**config.mk**
```make
export PLATFORM = sky130hd
export DESIGN_NAME = xyz_rr_connect
export DESIGN_NICKNAME = d
export VERILOG_FILES = /design/src/rtl/xyz_pkg.sv /design/src/rtl/xyz_rr_connect_rr_arbiter.sv /design/src/rtl/xyz_rr_connect.sv
export SDC_FILE = /design/constraint.sdc
export NUM_CORES = 1
export LEC_CHECK = 0
export CAP_MARGIN = 20
export CORE_MARGIN = 3
export CORE_UTILIZATION = 39
export CTS_BUF_LIST = sky130_fd_sc_hd__clkbuf_16
export DETAILED_ROUTE_END_ITERATION = 10
export GPL_TIMING_DRIVEN = 0
export PLACE_DENSITY = 0.86
export SLEW_MARGIN = 20
export SYNTH_ARGS = -nofsm -noshare
export SYNTH_HDL_FRONTEND = slang
export SYNTH_HIERARCHICAL = 1
export SYNTH_SLANG_ARGS = --single-unit
```
**constraint.sdc**
```tcl
create_clock -name clk_i -period 2 [get_ports clk_i]
set_input_delay 0.4 -clock clk_i [delete_from_list [all_inputs] [get_ports clk_i]]
set_output_delay 0.4 -clock clk_i [all_outputs]
set_load 0.05 [all_outputs]
```
**src/rtl/xyz_pkg.sv**
```systemverilog
// rtl/xyz_pkg.sv - shared types and helpers for the xyz round-robin connector
`ifndef XYZ_SHAPE_T
`define XYZ_SHAPE_T(WIDTH) struct packed { logic [(WIDTH)-1:0] x; logic [(WIDTH)-1:0] y; logic [(WIDTH)-1:0] z; }
`endif

package xyz_pkg;

  typedef enum logic {
    IDLE   = 1'b0,
    LOCKED = 1'b1
  } lock_state_e;

  // Channel index width; a single channel still needs one bit.
  function automatic int ch_idx_w(input int n);
    return (n > 1) ? $clog2(n) : 1;
  endfunction

  // (a + b) mod n for a, b already below n.
  function automatic int wrap_add(input int a, input int b, input int n);
    int s;
    s = a + b;
    return (s >= n) ? s - n : s;
  endfunction

endpackage

```
**src/rtl/xyz_rr_connect_rr_arbiter.sv**
```systemverilog
// rtl/xyz_rr_connect_rr_arbiter.sv - round-robin arbiter owning the priority pointer
module rr_arbiter
  import xyz_pkg::*;
#(
  parameter int N         = 2,
  parameter int START_IDX = 0
) (
  input  logic                      clk_i,
  input  logic                      rst_ni,
  input  logic [N-1:0]              req_i,
  input  logic                      en_i,
  input  logic                      adv_i,
  output logic [N-1:0]              gnt_o,
  output logic [ch_idx_w(N)-1:0]    gnt_idx_o
);

  localparam int CW = ch_idx_w(N);

  logic [CW-1:0] ptr_q, ptr_d;
  logic          found;

  // First requester at or above the pointer, wrapping; gnt is masked by en_i.
  always_comb begin
    found     = 1'b0;
    gnt_o     = '0;
    gnt_idx_o = '0;
    for (int i = 0; i < N; i++) begin
      for (int k = 0; k < N; k++) begin
        if (!found && req_i[k] && (k == wrap_add(int'(ptr_q), i, N))) begin
          found     = 1'b1;
          gnt_o[k]  = en_i;
          gnt_idx_o = CW'(k);
        end
      end
    end
  end

  // The channel after the accepted one gets top priority next.
  always_comb begin
    ptr_d = ptr_q;
    if (adv_i) begin
      ptr_d = (int'(gnt_idx_o) == N - 1) ? '0 : gnt_idx_o + 1'b1;
    end
  end

  // Pointer register.
  always_ff @(posedge clk_i or negedge rst_ni) begin
    if (!rst_ni) begin
      ptr_q <= CW'(START_IDX);
    end else begin
      ptr_q <= ptr_d;
    end
  end

endmodule

```
**src/rtl/xyz_rr_connect.sv**
```systemverilog
// rtl/xyz_rr_connect.sv - N-channel xyz merger with round-robin grant and packet lock
module xyz_rr_connect
  import xyz_pkg::*;
#(
  parameter int NUM_CH    = 2,
  parameter int W         = 8,
  parameter int START_IDX = 0,
  parameter int LOCK_PKT  = 0
) (
  input  logic                              clk_i,
  input  logic                              rst_ni,
  input  logic [NUM_CH-1:0]                 in_valid_i,
  output logic [NUM_CH-1:0]                 in_ready_o,
  input  logic [NUM_CH-1:0]                 in_last_i,
  input  logic [NUM_CH-1:0][W-1:0]          in_x_i,
  input  logic [NUM_CH-1:0][W-1:0]          in_y_i,
  input  logic [NUM_CH-1:0][W-1:0]          in_z_i,
  output logic                              out_valid_o,
  input  logic                              out_ready_i,
  output logic                              out_last_o,
  output logic [W-1:0]                      out_x_o,
  output logic [W-1:0]                      out_y_o,
  output logic [W-1:0]                      out_z_o,
  output logic [ch_idx_w(NUM_CH)-1:0]       out_ch_o
);

  localparam int CW = ch_idx_w(NUM_CH);

  typedef `XYZ_SHAPE_T(W) shape_t;

  shape_t        out_q, out_d, sel;
  logic          out_valid_q, out_valid_d;
  logic          out_last_q, out_last_d;
  logic [CW-1:0] out_ch_q, out_ch_d;
  lock_state_e   state_q, state_d;
  logic [CW-1:0] lock_ch_q, lock_ch_d;

  logic              ld, accept, sel_last;
  logic [NUM_CH-1:0] req, gnt;
  logic [CW-1:0]     gnt_idx;

  // Output slot can take a new beat when empty or being drained this cycle.
  assign ld = !out_valid_q || out_ready_i;

  // While locked only the owning channel may request, even if it is idle.
  always_comb begin
    req = in_valid_i;
    if (state_q == LOCKED) begin
      req = in_valid_i & (NUM_CH'(1) << lock_ch_q);
    end
  end

  rr_arbiter #(
    .N         (NUM_CH),
    .START_IDX (START_IDX)
  ) u_arb (
    .clk_i     (clk_i),
    .rst_ni    (rst_ni),
    .req_i     (req),
    .en_i      (ld),
    .adv_i     (accept),
    .gnt_o     (gnt),
    .gnt_idx_o (gnt_idx)
  );

  // Grant drives in_ready; a lone channel is simply gated by the load enable.
  always_comb begin
    in_ready_o = (NUM_CH == 1) ? {NUM_CH{ld}} : gnt;
    accept     = |(in_valid_i & in_ready_o);
    sel.x      = in_x_i[gnt_idx];
    sel.y      = in_y_i[gnt_idx];
    sel.z      = in_z_i[gnt_idx];
    sel_last   = in_last_i[gnt_idx];
  end

  // Lock FSM: a non-last beat claims the channel until its last beat is taken.
  always_comb begin
    state_d   = state_q;
    lock_ch_d = lock_ch_q;
    if ((LOCK_PKT != 0) && accept) begin
      case (state_q)
        IDLE: begin
          if (!sel_last) begin
            state_d   = LOCKED;
            lock_ch_d = gnt_idx;
          end
        end
        LOCKED: begin
          if (sel_last) begin
            state_d = IDLE;
          end
        end
        default: state_d = IDLE;
      endcase
    end
  end

  // Output register next state: load on ld, otherwise hold the pending beat.
  always_comb begin
    out_valid_d = out_valid_q;
    out_d       = out_q;
    out_last_d  = out_last_q;
    out_ch_d    = out_ch_q;
    if (ld) begin
      out_valid_d = accept;
      if (accept) begin
        out_d      = sel;
        out_last_d = sel_last;
        out_ch_d   = gnt_idx;
      end
    end
  end

  // State and output registers.
  always_ff @(posedge clk_i or negedge rst_ni) begin
    if (!rst_ni) begin
      state_q     <= IDLE;
      lock_ch_q   <= '0;
      out_valid_q <= 1'b0;
      out_q       <= '0;
      out_last_q  <= 1'b0;
      out_ch_q    <= '0;
    end else begin
      state_q     <= state_d;
      lock_ch_q   <= lock_ch_d;
      out_valid_q <= out_valid_d;
      out_q       <= out_d;
      out_last_q  <= out_last_d;
      out_ch_q    <= out_ch_d;
    end
  end

  assign out_valid_o = out_valid_q;
  assign out_last_o  = out_last_q;
  assign out_x_o     = out_q.x;
  assign out_y_o     = out_q.y;
  assign out_z_o     = out_q.z;
  assign out_ch_o    = out_ch_q;

endmodule

```
### Word-level counts from Yosys, hierarchy flattened

Cells that the tools add are included.

| storage, ports and cells | value |
|---|---|
| register bits | 28 |
| output and inout port bits | 29 |

| cells by class | value |
|---|---|
| muxes and demuxes | 21 |
| equal/unequal tests | 2 |
| add/subtract/negate cells | 4 |
| reduce and logical (&&, ||, !) cells | 16 |
| magnitude comparators | 3 |
| bitwise gates (word level) | 1 |

Operators with widths:

| operator | number |
|---|---|
| $eq A2 B32 Y1 const A | 2 |
| $logic_not A32 Y1 | 2 |
| $mux W32 | 2 |
| $mux W8 | 6 |
| $ge A32 B3 Y1 const B | 1 |
| $sub A32 B3 Y32 const B | 1 |
| $mux W1 | 13 |
| $logic_and A1 B1 Y1 | 7 |
| $logic_not A1 Y1 | 4 |
| $sub A1 B2 Y3 const B | 1 |
| $add A1 B1 Y2 const B | 1 |
| $and A2 B2 Y2 | 1 |
| $ge A1 B2 Y1 const B | 1 |
| $lt A1 B2 Y1 const B | 1 |
| $reduce_and A2 Y1 | 1 |
| $reduce_or A2 Y1 | 1 |
| $add A1 B1 Y1 const B | 1 |
| $logic_or A1 B1 Y1 | 1 |

### Longest topological paths before layout

Gate-level depths: netlist (run 1).

| depth | value |
|---|---|
| depth after elaboration | 20 |
| mapped depth | 8 |

### Cells and area by module

The synthesis (run 1) kept the hierarchy.

By module, submodules not included:

| module | cells each | times used | area each (um^2) |
|---|---|---|---|
| xyz_rr_connect | 89 | 1 | 1540.2 |
| rr_arbiter | 8 | 1 | 71.3 |

### Worst setup path before layout (run 1)

Ideal clock, no wire load.

| path | value |
|---|---|
| kind | flip-flop to flip-flop |
| start | register out_valid_q (netlist: out_valid_o) |
| end | register out_q, in the netlist out_x_o[0] |
| buffers on the path | 1 |
| cell stages (with the launch flop) | 8 |
| arrival time | 2.697 ns |
| period minus slack after synthesis | 2.822 ns |
| slack | -0.822 ns |
| cell sequence | dfrtp_1 > nand2_1 > nand2_1 > a21oi_1 > a22oi_4 > a21oi_4 > buf_12 > mux2_4 |

| between the ends | value |
|---|---|
| longest elaborated chain between the ends | 7 |
| elaborated cells on any way between the ends | 9 |
| those cells by class | mux: 4; bitwise: 1; reduce/logical: 4 |

Ends and longest elaborated chain:

| what | line | text |
|---|---|---|
| from (decl) | xyz_rr_connect.sv:32 | `logic out_valid_q, out_valid_d;` |
| from (signal assigned) | xyz_rr_connect.sv:126 | `out_valid_q <= out_valid_d;` |
| $logic_not A1 Y1 (*) | xyz_rr_connect.sv:43 | `assign ld = !out_valid_q \|\| out_ready_i;` |
| $logic_or A1 B1 Y1 (*) | xyz_rr_connect.sv:43 |  |
| via ld | xyz_rr_connect.sv:38 | `logic ld, accept, sel_last;` |
| $mux W1 | xyz_rr_connect_rr_arbiter.sv:29 | `if (!found && req_i[k] && (k == wrap_add(int'(ptr_q), i, N))) begin` |
| $mux W1 (*) | xyz_rr_connect_rr_arbiter.sv:29 |  |
| via in_ready_o[0] | xyz_rr_connect.sv:13 | `output logic [NUM_CH-1:0] in_ready_o,` |
| $and A2 B2 Y2 (*) | xyz_rr_connect.sv:69 | `accept = \|(in_valid_i & in_ready_o);` |
| $reduce_or A2 Y1 (*) | xyz_rr_connect.sv:69 |  |
| $reduce_and A2 Y1 (no line) (*) | - |  |
| to (signal assigned) | xyz_rr_connect.sv:127 | `out_q <= out_d;` |
| to (decl) | xyz_rr_connect.sv:31 | `shape_t out_q, out_d, sel;` |

The timed path passes the listed nets; every way through them passes the cells marked *.
A chain may end at the register's enable or synchronous reset.

### Worst setup path after layout (run 1)

| path | value |
|---|---|
| start | input port out_ready_i |
| end | register out_q, in the netlist out_y_o[6] |

| between the ends | value |
|---|---|
| longest elaborated chain between the ends | 6 |
| elaborated cells on any way between the ends | 8 |
| those cells by class | mux: 4; bitwise: 1; reduce/logical: 3 |

Ends and longest elaborated chain:

| what | line | text |
|---|---|---|
| from (decl) | xyz_rr_connect.sv:19 | `input logic out_ready_i,` |
| $logic_or A1 B1 Y1 (*) | xyz_rr_connect.sv:43 |  |
| via ld | xyz_rr_connect.sv:38 |  |
| $mux W1 (2 in a row) | xyz_rr_connect_rr_arbiter.sv:29 |  |
| $and A2 B2 Y2 | xyz_rr_connect.sv:69 |  |
| $reduce_or A2 Y1 | xyz_rr_connect.sv:69 |  |
| $reduce_and A2 Y1 (no line) (*) | - |  |

Marked as above.

==> metrics.md, run 1 <==
| Metric | Value |
|---|---|
| Layout cell share with drive strength beyond 1 | `slightly above 40%` |
| Die width | `roughly 70 um` |
| Nets | `245` |
| Core Area | `3830 sq um` |
| Per-cell routed wire length | `around 16 um` |
| Clk root buf | `clkbuf_16` |
| Antenna Diode Count | `0` |
| Skew final | `approximately 0.0049 ns` |
| Cells after Synth | `97` |
| Initial antenna violation count | `0` |
| Synth warnings | `6` |
| Initial Utilization | `a little over two fifths` |
| Worst skew pair latency | `about 0.26 ns` |
| Status | `finished clean` |
| Crit path cell chain | `clkdlybuf4s50_1 -> inv_2 -> nand2_2 -> nand2_2 -> a21oi_4 -> a22oi_4 -> a21oi_4 -> buf_12 -> clkbuf_16 -> mux2_4` |
| Crit path kind | `in2reg` |
| Vias in the first global route | `~1300` |
| TritonCTS clock tree | `done` |
| Slew HR | `59.4%` |
| Cell Rows | `22` |
| Gr usage total | `between 10% and 20%` |
| Grt total ovfl | `0` |
| Kind of cell adding the most delay to the critical path | `buffers and inverters` |
| Final Hold Viols | `0` |
| DR iter-0 viols | `28` |
| Num CTS Buffers | `3` |
| Final Max Slew Viols | `0` |
| Htree depth | `1` |
| Post-Place Cells | `228` |
| Placer Congestion | `roughly 0.74` |
| Arr. time, crit path | `roughly 2.1 ns` |
| Slowest-stage cell, CP | `clkdlybuf4s50_1` |
| Max-Cap Viols | `0` |
| Clk slew on worst S/H paths | `roughly 0.060 ns` |
| Residual DRC count | `0` |
| Final cell count without fillers | `roughly 240` |
| Fill cell count | `between 200 and 300` |
| Crit path buffers/inverters | `4` |
| Max Clock Freq | `approximately 520 MHz` |
| Post-synth EDFFs | `0` |
| HPWL reported at the end of detailed placement | `2.88 mm` |
| Min cycle time layout | `about 1.9 ns` |
| Synth-to-Final Area Change | `65.8%` |
| Startpoint types | `primary input` |
| CTS Sinks | `28` |
| First-pass GRT wire length | `between 6 and 7 mm` |
| Setup violations, final | `0` |
| #FFs+latches synth | `28` |
| Vias/cell | `about 4.7` |
| CTS Hold Bufs | `0` |
| Crit-path max cell delay | `~0.47 ns` |
| Actual slew at the worst max-slew pin | `~0.61 ns` |
| Period utilization | `96.9%` |
| Worst path required time | `between 2 and 2.5 ns` |
| Largest net degree at the start of global routing | `29` |
| Die Ht | `70.3 um` |
| Unrepaired setup endpoints after global routing | `no` |
| Area leader, netlist | `dfrtp_1` |
| Hold WC Path Type | `in2async` |
| Count leader, synth | `mux2_4` |
| Reg2Reg Setup Slack | `around 0.23 ns` |
| I/O Buffers | `between 80 and 90` |
| Mapped Area | `between 1500 and 2000 sq um` |
| Crit. End Element | `flip-flop` |
| WL final | `3.77 mm` |
| Top cells by count, synth | `mux2_4, dfrtp_1, mux2_2` |
| Detail Route Antenna Nets | `0` |
| Ys flop type | `dfrtp_1` |
| Static leakage | `approximately 1.2 nW` |
| Synth area leaders | `dfrtp_1, mux2_4, mux2_2` |
| Library cells used by synthesis | `15` |
| Longest Clk Path Bufs | `2` |
| Post-synthesis sequential area ratio | `43.5%` |
| # IOs | `84` |
| Via count | `roughly 1100` |
| Router iterations before antenna repair | `2` |
| Hold_ws | `around 0.15 ns` |
| Worst vdd ir | `0.000950 V` |
| Crit-path max FO | `7` |
| Syn_nets | `about 150` |
| Die area | `between 4000 and 5000 sq um` |
| Mean area per synthesized cell | `about 17 sq um` |
| Async SR Flop Fraction | `100%` |
| Yosys top cell area share | `a little over two fifths` |
| PwrDens | `1380 nW/um^2` |
[path summary, 6_finish.rpt]
| kind | startpoint | to | cells after the start |
|---|---|---|---|
| worst max-delay path | out_ready_i | out_y_o[6]$_DFFE_PN0P_ | 10 |
| worst min-delay path | rst_ni | out_y_o[6]$_DFFE_PN0P_ | 1 |
| worst max register to register | u_arb/ptr_q$_DFFE_PN0P_ | out_y_o[6]$_DFFE_PN0P_ | 7 |
| worst min register to register | out_x_o[7]$_DFFE_PN0P_ | out_x_o[7]$_DFFE_PN0P_ | 1 |
| max in group asynchronous | rst_ni | out_valid_o$_DFFE_PN0P_ | 1 |
| min in group clk_i | out_x_o[7]$_DFFE_PN0P_ | out_x_o[7]$_DFFE_PN0P_ | 1 |
[power breakdown]
group | internal [mW] | leakage [nW] | switching, mW | total [mW]
clock network | 0.268 | 0.0385 | 0.179 | 0.447
registers | 0.821 | 0.326 | 0.154 | 0.975
logic | 1.02 | 0.823 | 1.26 | 2.28
total | 2.11 | 1.19 | 1.59 | 3.70
[cells in the final DEF, fill, tap and decap left out, types with 2 or more instances in the layout]
| master | instances |
|---|---|
| mux2_4 | 39 |
| buf_6 | 2 |
| buf_2 | 3 |
| dlygate4sd2_1 | 2 |
| buf_12 | 5 |
| nand2_2 | 2 |
| clkbuf_16 | 5 |
| a21oi_4 | 2 |
| dfrtp_1 | 27 |
| clkdlybuf4s50_1 | 78 |
| mux2_2 | 12 |
[flip-flops by register name, indices dropped and copies added, names as in the netlist]
register     flops
out_valid_o      1
out_z_o          8
u_arb/ptr_q      1
out_ch_o         1
out_last_o       1
out_x_o          8
out_y_o          8
[cell type report]
cell class              instances  area, sq um  area share, %
multi-input cells              62          830           31.1
plain buffers                   5         91.3           3.42
clock buffers                   3         75.1           2.81
flip-flops and latches         28          702           26.3
clock inverters                 1         3.75          0.141
repair buffers                 88          902           33.8
inverters                       2         7.51          0.281
well taps                      48         60.1           2.25
[repair_timing]
action                                 CTS  global route
endpoints found under the hold margin    0             0
setup endpoints to repair               22            25
pin swaps                                0             1
gates resized for setup                 13             1
buffers inserted                         2             1
cloned                                   0             2
[metal layers]
layer	GRT usage [%]	vias up	share of wire (%)
met5	0	-	0
met4	3.19	0	0.45
li1	-	532	-
met1	18.9	537	40
met2	29.6	49	53
met3	3.74	2	6.3
[cell families (layout without fill, tap and decap cells)]
family,after synthesis,count (layout),share of synthesized area (%)
buffers and inverters,7,99,6.13
DFF,28,28,43.5
and+or+nand+nor,7,7,2.64
AOI/OAI and AO/OA,4,4,3.03
muxes,51,51,44.7
[metrics by stage]
stage	setup TNS [ns]	power, mW	cell area [sq um]	util (%)	worst slack (ns)
2_1_floorplan	-1.63	2.48	1630	-	-0.0815
3_3_place_gp	-8.61	3.18	2520	65.9	-0.505
3_5_place_dp	-9.51	3.21	2520	65.8	-0.520
4_1_cts	0	3.69	2600	68.0	0.0103
5_1_grt	0	3.85	2670	69.8	0.000883
6_report	0	3.70	2670	69.8	0.0615
No activity file was read; power rests on OpenSTA's default activity.
==> run 2: changes to the inputs <==
--- a/config.mk
+++ b/config.mk
@@ -7,7 +7,7 @@
 export LEC_CHECK = 0
 export CAP_MARGIN = 20
 export CORE_MARGIN = 3
-export CORE_UTILIZATION = 39
+export CORE_UTILIZATION = 37
 export CTS_BUF_LIST = sky130_fd_sc_hd__clkbuf_16
 export DETAILED_ROUTE_END_ITERATION = 10
 export GPL_TIMING_DRIVEN = 0
@@ -15,5 +15,4 @@
 export SLEW_MARGIN = 20
 export SYNTH_ARGS = -nofsm -noshare
 export SYNTH_HDL_FRONTEND = slang
-export SYNTH_HIERARCHICAL = 1
 export SYNTH_SLANG_ARGS = --single-unit
==> run 2 against run 1 <==
  * Critical path depth is 5 lower
  * Count of clock-buffer cells in the layout stayed put
  * Sequential power is 27% lower
  * Clock skew is 0.0019 ns lower
  * Via count is 41% higher
==> metrics.md, run 2 <==
| Metric | Value |
|---|---|
| Skew final | `0.00302 ns (was 0.00492 ns)` |
| Die width | `68.0 um (was 70.3 um)` |
| Fill cell count | `303 (was 258)` |
| Mapped Area | `1420 sq um (was 1610 sq um)` |
| Detail Route Antenna Nets | `0 (unchanged)` |
| I/O Buffers | `83 (unchanged)` |
| Crit. End Element | `output port (was flip-flop)` |
| Area leader, netlist | `dfrtp_1 (unchanged)` |
| Ys flop type | `dfrtp_1 (unchanged)` |
| Via count | `1574 (was 1120)` |
| Synth warnings | `0 (was 6)` |
| Largest family of logic cells by synthesized area | `compound AO/OA/AOI/OAI gates (was multiplexers)` |
| Hold WC Path Type | `in2async (unchanged)` |
| PwrDens | `861 nW/um^2 (was 1380 nW/um^2)` |
| Clk slew on worst S/H paths | `0.07 ns (was 0.06 ns)` |
| Largest net degree at the start of global routing | `29 (unchanged)` |
| Crit path kind | `in2out (was in2reg)` |
| Unrepaired setup endpoints after global routing | `no (unchanged)` |
| Crit-path max FO | `10 (was 7)` |
| Per-cell routed wire length | `15.4 um (was 15.9 um)` |
| # IOs | `84 (unchanged)` |
| CTS Sinks | `28 (unchanged)` |
| Final Hold Viols | `0 (unchanged)` |
| Initial antenna violation count | `0 (unchanged)` |
| Vias/cell | `5.37 (was 4.73)` |
| Router iterations before antenna repair | `4 (was 2)` |
| Post-synthesis sequential area ratio | `49.3% (was 43.5%)` |
| Crit path cell chain | `clkdlybuf4s50_1 -> nand2b_2 -> clkbuf_8 -> and3_1 -> buf_6 (was clkdlybuf4s50_1 -> inv_2 -> nand2_2 -> nand2_2 -> a21oi_4 -> a22oi_4 -> a21oi_4 -> buf_12 -> clkbuf_16 -> mux2_4)` |
| GR Util met2 | `35.9% (was 29.6%)` |
| Mean area per synthesized cell | `8.84 sq um (was 16.6 sq um)` |
| Static leakage | `0.931 nW (was 1.19 nW)` |
| Synth Area in Adders | `0% (unchanged)` |
| Worst skew pair latency | `0.26 ns (about the same)` |
| Top cells by count, synth | `dfrtp_1, a21oi_1, a31oi_1 (was mux2_4, dfrtp_1, mux2_2)` |
| HPWL reported at the end of detailed placement | `3.33 mm (was 2.88 mm)` |
| Startpoint types | `primary input (unchanged)` |
| Simple-Gate Fraction of Synth Area | `13.2% (was 2.64%)` |
| Status | `finished clean (unchanged)` |
| Synth-to-Final Area Change | `69.1% (was 65.8%)` |
| Worst vdd ir | `0.000613 V (was 0.000950 V)` |
| Yosys top cell area share | `49.3% (was 43.5%)` |
| Mux contribution to synthesized area | `0% (was 44.7%)` |
| Cells after Synth | `161 (was 97)` |
| DR iter-0 viols | `99 (was 28)` |
| Crit-path max cell delay | `0.40 ns (was 0.47 ns)` |
| Cell Rows | `21 (was 22)` |
| TritonCTS clock tree | `done (unchanged)` |
| Met3 usage | `5.91% (was 3.74%)` |
| Htree depth | `1 (unchanged)` |
| Nets | `303 (was 245)` |
| Die area | `4620 sq um (was 4940 sq um)` |
| Vias in the first global route | `1576 (was 1273)` |
| Arr. time, crit path | `1.54 ns (was 2.08 ns)` |
| Sw frac | `38.5% (was 43.1%)` |
| Internal | `1.27 mW (was 2.11 mW)` |
| WL final | `4.52 mm (was 3.77 mm)` |
| Commonest non-fill, non-tap cell in the layout | `clkdlybuf4s50_1 (unchanged)` |
| Period utilization | `96.9% (about the same)` |
| Longest Clk Path Bufs | `2 (unchanged)` |
| Core Area | `3520 sq um (was 3830 sq um)` |
| Library cells used by synthesis | `19 (was 15)` |
| Actual slew at the worst max-slew pin | `0.633 ns (was 0.609 ns)` |
| Post-Synth XOR/XNOR Area | `0% (unchanged)` |
| Pre-CTS setup slack | `-0.966 ns (was -0.520 ns)` |
| Commonest cells after routing, fill and taps aside | `clkdlybuf4s50_1, dfrtp_1, a21oi_1, a31oi_1 (was clkdlybuf4s50_1, mux2_4, dfrtp_1, mux2_2)` |
| Psw | `797 uW (was 1.59 mW)` |
| Setup slack after layout | `0.0612 ns (was 0.0615 ns)` |
| Final setup TNS | `0 ns (unchanged)` |
| Placer Congestion | `0.743 (was 0.742)` |
| GRT busiest layer | `met2 (unchanged)` |
| Syn_nets | `216 (was 152)` |
| Min cycle time layout | `1.94 ns (about the same)` |
| Antenna Diode Count | `0 (unchanged)` |
| Setup violations, final | `0 (unchanged)` |
| Slowest-stage cell, CP | `clkdlybuf4s50_1 (unchanged)` |
| GR Layer Usage met1 | `25.4% (was 18.9%)` |
| Final Total Pwr | `2.07 mW (was 3.70 mW)` |
| #FFs+latches synth | `28 (unchanged)` |
| Num CTS Buffers | `3 (unchanged)` |
| Sequential share of power | `34.4% (was 26.4%)` |
| First-pass GRT wire length | `7.28 mm (was 6.42 mm)` |
| Gr usage total | `20.6% (was 16.1%)` |
| Max Clock Freq | `516 MHz (about the same)` |
| Layout cell share with drive strength beyond 1 | `6.48% (was 40.7%)` |
| Final Max Slew Viols | `0 (unchanged)` |
| Async SR Flop Fraction | `100% (unchanged)` |
| Max-Cap Viols | `0 (unchanged)` |
| Initial Utilization | `40.4% (was 42.1%)` |
| Post-synth EDFFs | `0 (unchanged)` |
| Die Ht | `68.0 um (was 70.3 um)` |
| Slew HR | `57.8% (was 59.4%)` |
| Count leader, synth | `dfrtp_1 (was mux2_4)` |
| Synth area leaders | `dfrtp_1, a31oi_1, a21oi_1 (was dfrtp_1, mux2_4, mux2_2)` |
| Clk root buf | `clkbuf_16 (unchanged)` |
| Comb power frac | `43.7% (was 61.6%)` |
| Setup repair bufs after CTS | `0 (was 2)` |
| Clock power share | `22.0% (was 12.1%)` |
| Grt total ovfl | `0 (unchanged)` |
| Synth Area in Compound Gates | `29.7% (was 3.03%)` |
| Residual DRC count | `0 (unchanged)` |
| Core Util, Final | `68.3% (was 69.8%)` |
| Worst path required time | `1.60 ns (was 2.14 ns)` |
==> run 2: changes by cell type after synthesis, moves of 2 or more <==
cell | previous run | this run
a31oi_1 | 1 | 26
nand3_1 | 0 | 25
mux2_2 | 12 | 0
a21oi_1 | 1 | 27
mux2_4 | 39 | 0
o21ai_0 | 0 | 25
nand2b_1 | 0 | 2
buf_6 | 1 | 4
buf_2 | 0 | 2
buf_12 | 4 | 0
nand2_1 | 3 | 1
clkbuf_1 | 0 | 11
==> run 2: power groups by stage <==
stage	registers [mW]	logic [mW]	clock network, mW
6_report	0.712	0.905	0.455
4_1_cts	0.712	0.910	0.460
5_1_grt	0.725	0.961	0.490
3_5_place_dp	0.722	0.905	0
2_1_floorplan	1.03	0.221	0
3_3_place_gp	0.715	0.896	0
==> run 2: worst paths after layout <==
check                           slack [ns]  cells past startpoint               startpoint                     end
worst max-delay path                  0.06                      5              out_ready_i           in_ready_o[1]
worst min-delay path                  0.16                      1                   rst_ni  out_x_o[7]$_DFFE_PN0P_
worst max register to register        0.49                      4  u_arb.ptr_q$_DFFE_PN0P_  out_x_o[0]$_DFFE_PN0P_
worst min register to register        0.52                      2     out_ch_o$_DFFE_PN0P_    out_ch_o$_DFFE_PN0P_
max in group asynchronous             1.43                      1                   rst_ni  out_last_o$_DFFE_PN0P_
min in group clk_i                    0.52                      2     out_ch_o$_DFFE_PN0P_    out_ch_o$_DFFE_PN0P_
==> run 2: metal layers <==
layer,part of all wire [%],routed length (um)
met5,0,0
met4,0.80,36
met3,7.9,356
met2,51,2310
met1,40,1820
==> run 2: repair_timing <==
action                                  4_1_cts  5_1_grt
endpoints found under the setup margin        2        1
resized for setup                            23        1
pin swaps                                     0        0
hold endpoints to repair                      0        0
hold buffers                                  0        0
==> run 2: through the flow <==
stage	cell area [sq um]	hold WS, ns	std cells
floorplan	1420	0.104	161
detailed placement	2310	0.460	290
global placement	2310	0.486	290
CTS	2400	0.180	293
finish	2410	0.155	293
global route	2410	0.195	293
==> run 2: final cells by class <==
| class | count | area (sq um) | area share (%) |
|---|---|---|---|
| Multi-Input combinational cell | 113 | 613 | 25.5 |
| Inverter | 1 | 3.75 | 0.156 |
| Sequential cell | 28 | 701 | 29.1 |
| Timing Repair Buffer | 83 | 820 | 34.1 |
| Tap cell | 46 | 57.6 | 2.39 |
| Buffer | 18 | 133 | 5.51 |
| Clock buffer | 3 | 75.1 | 3.12 |
| Clock inverter | 1 | 3.75 | 0.156 |
==> run 2: kinds of logic after synthesis <==
kind of cell,after synthesis
AO/OA/AOI/OAI,78
buffers and inverters,20
flip-flops,28
AND/OR/NAND/NOR,35
==> run 2: critical path, delay by kind of cell <==
family | cells | cell delay [ns]
buffers and inverters | 3 | 0.73
and+or+nand+nor | 2 | 0.41
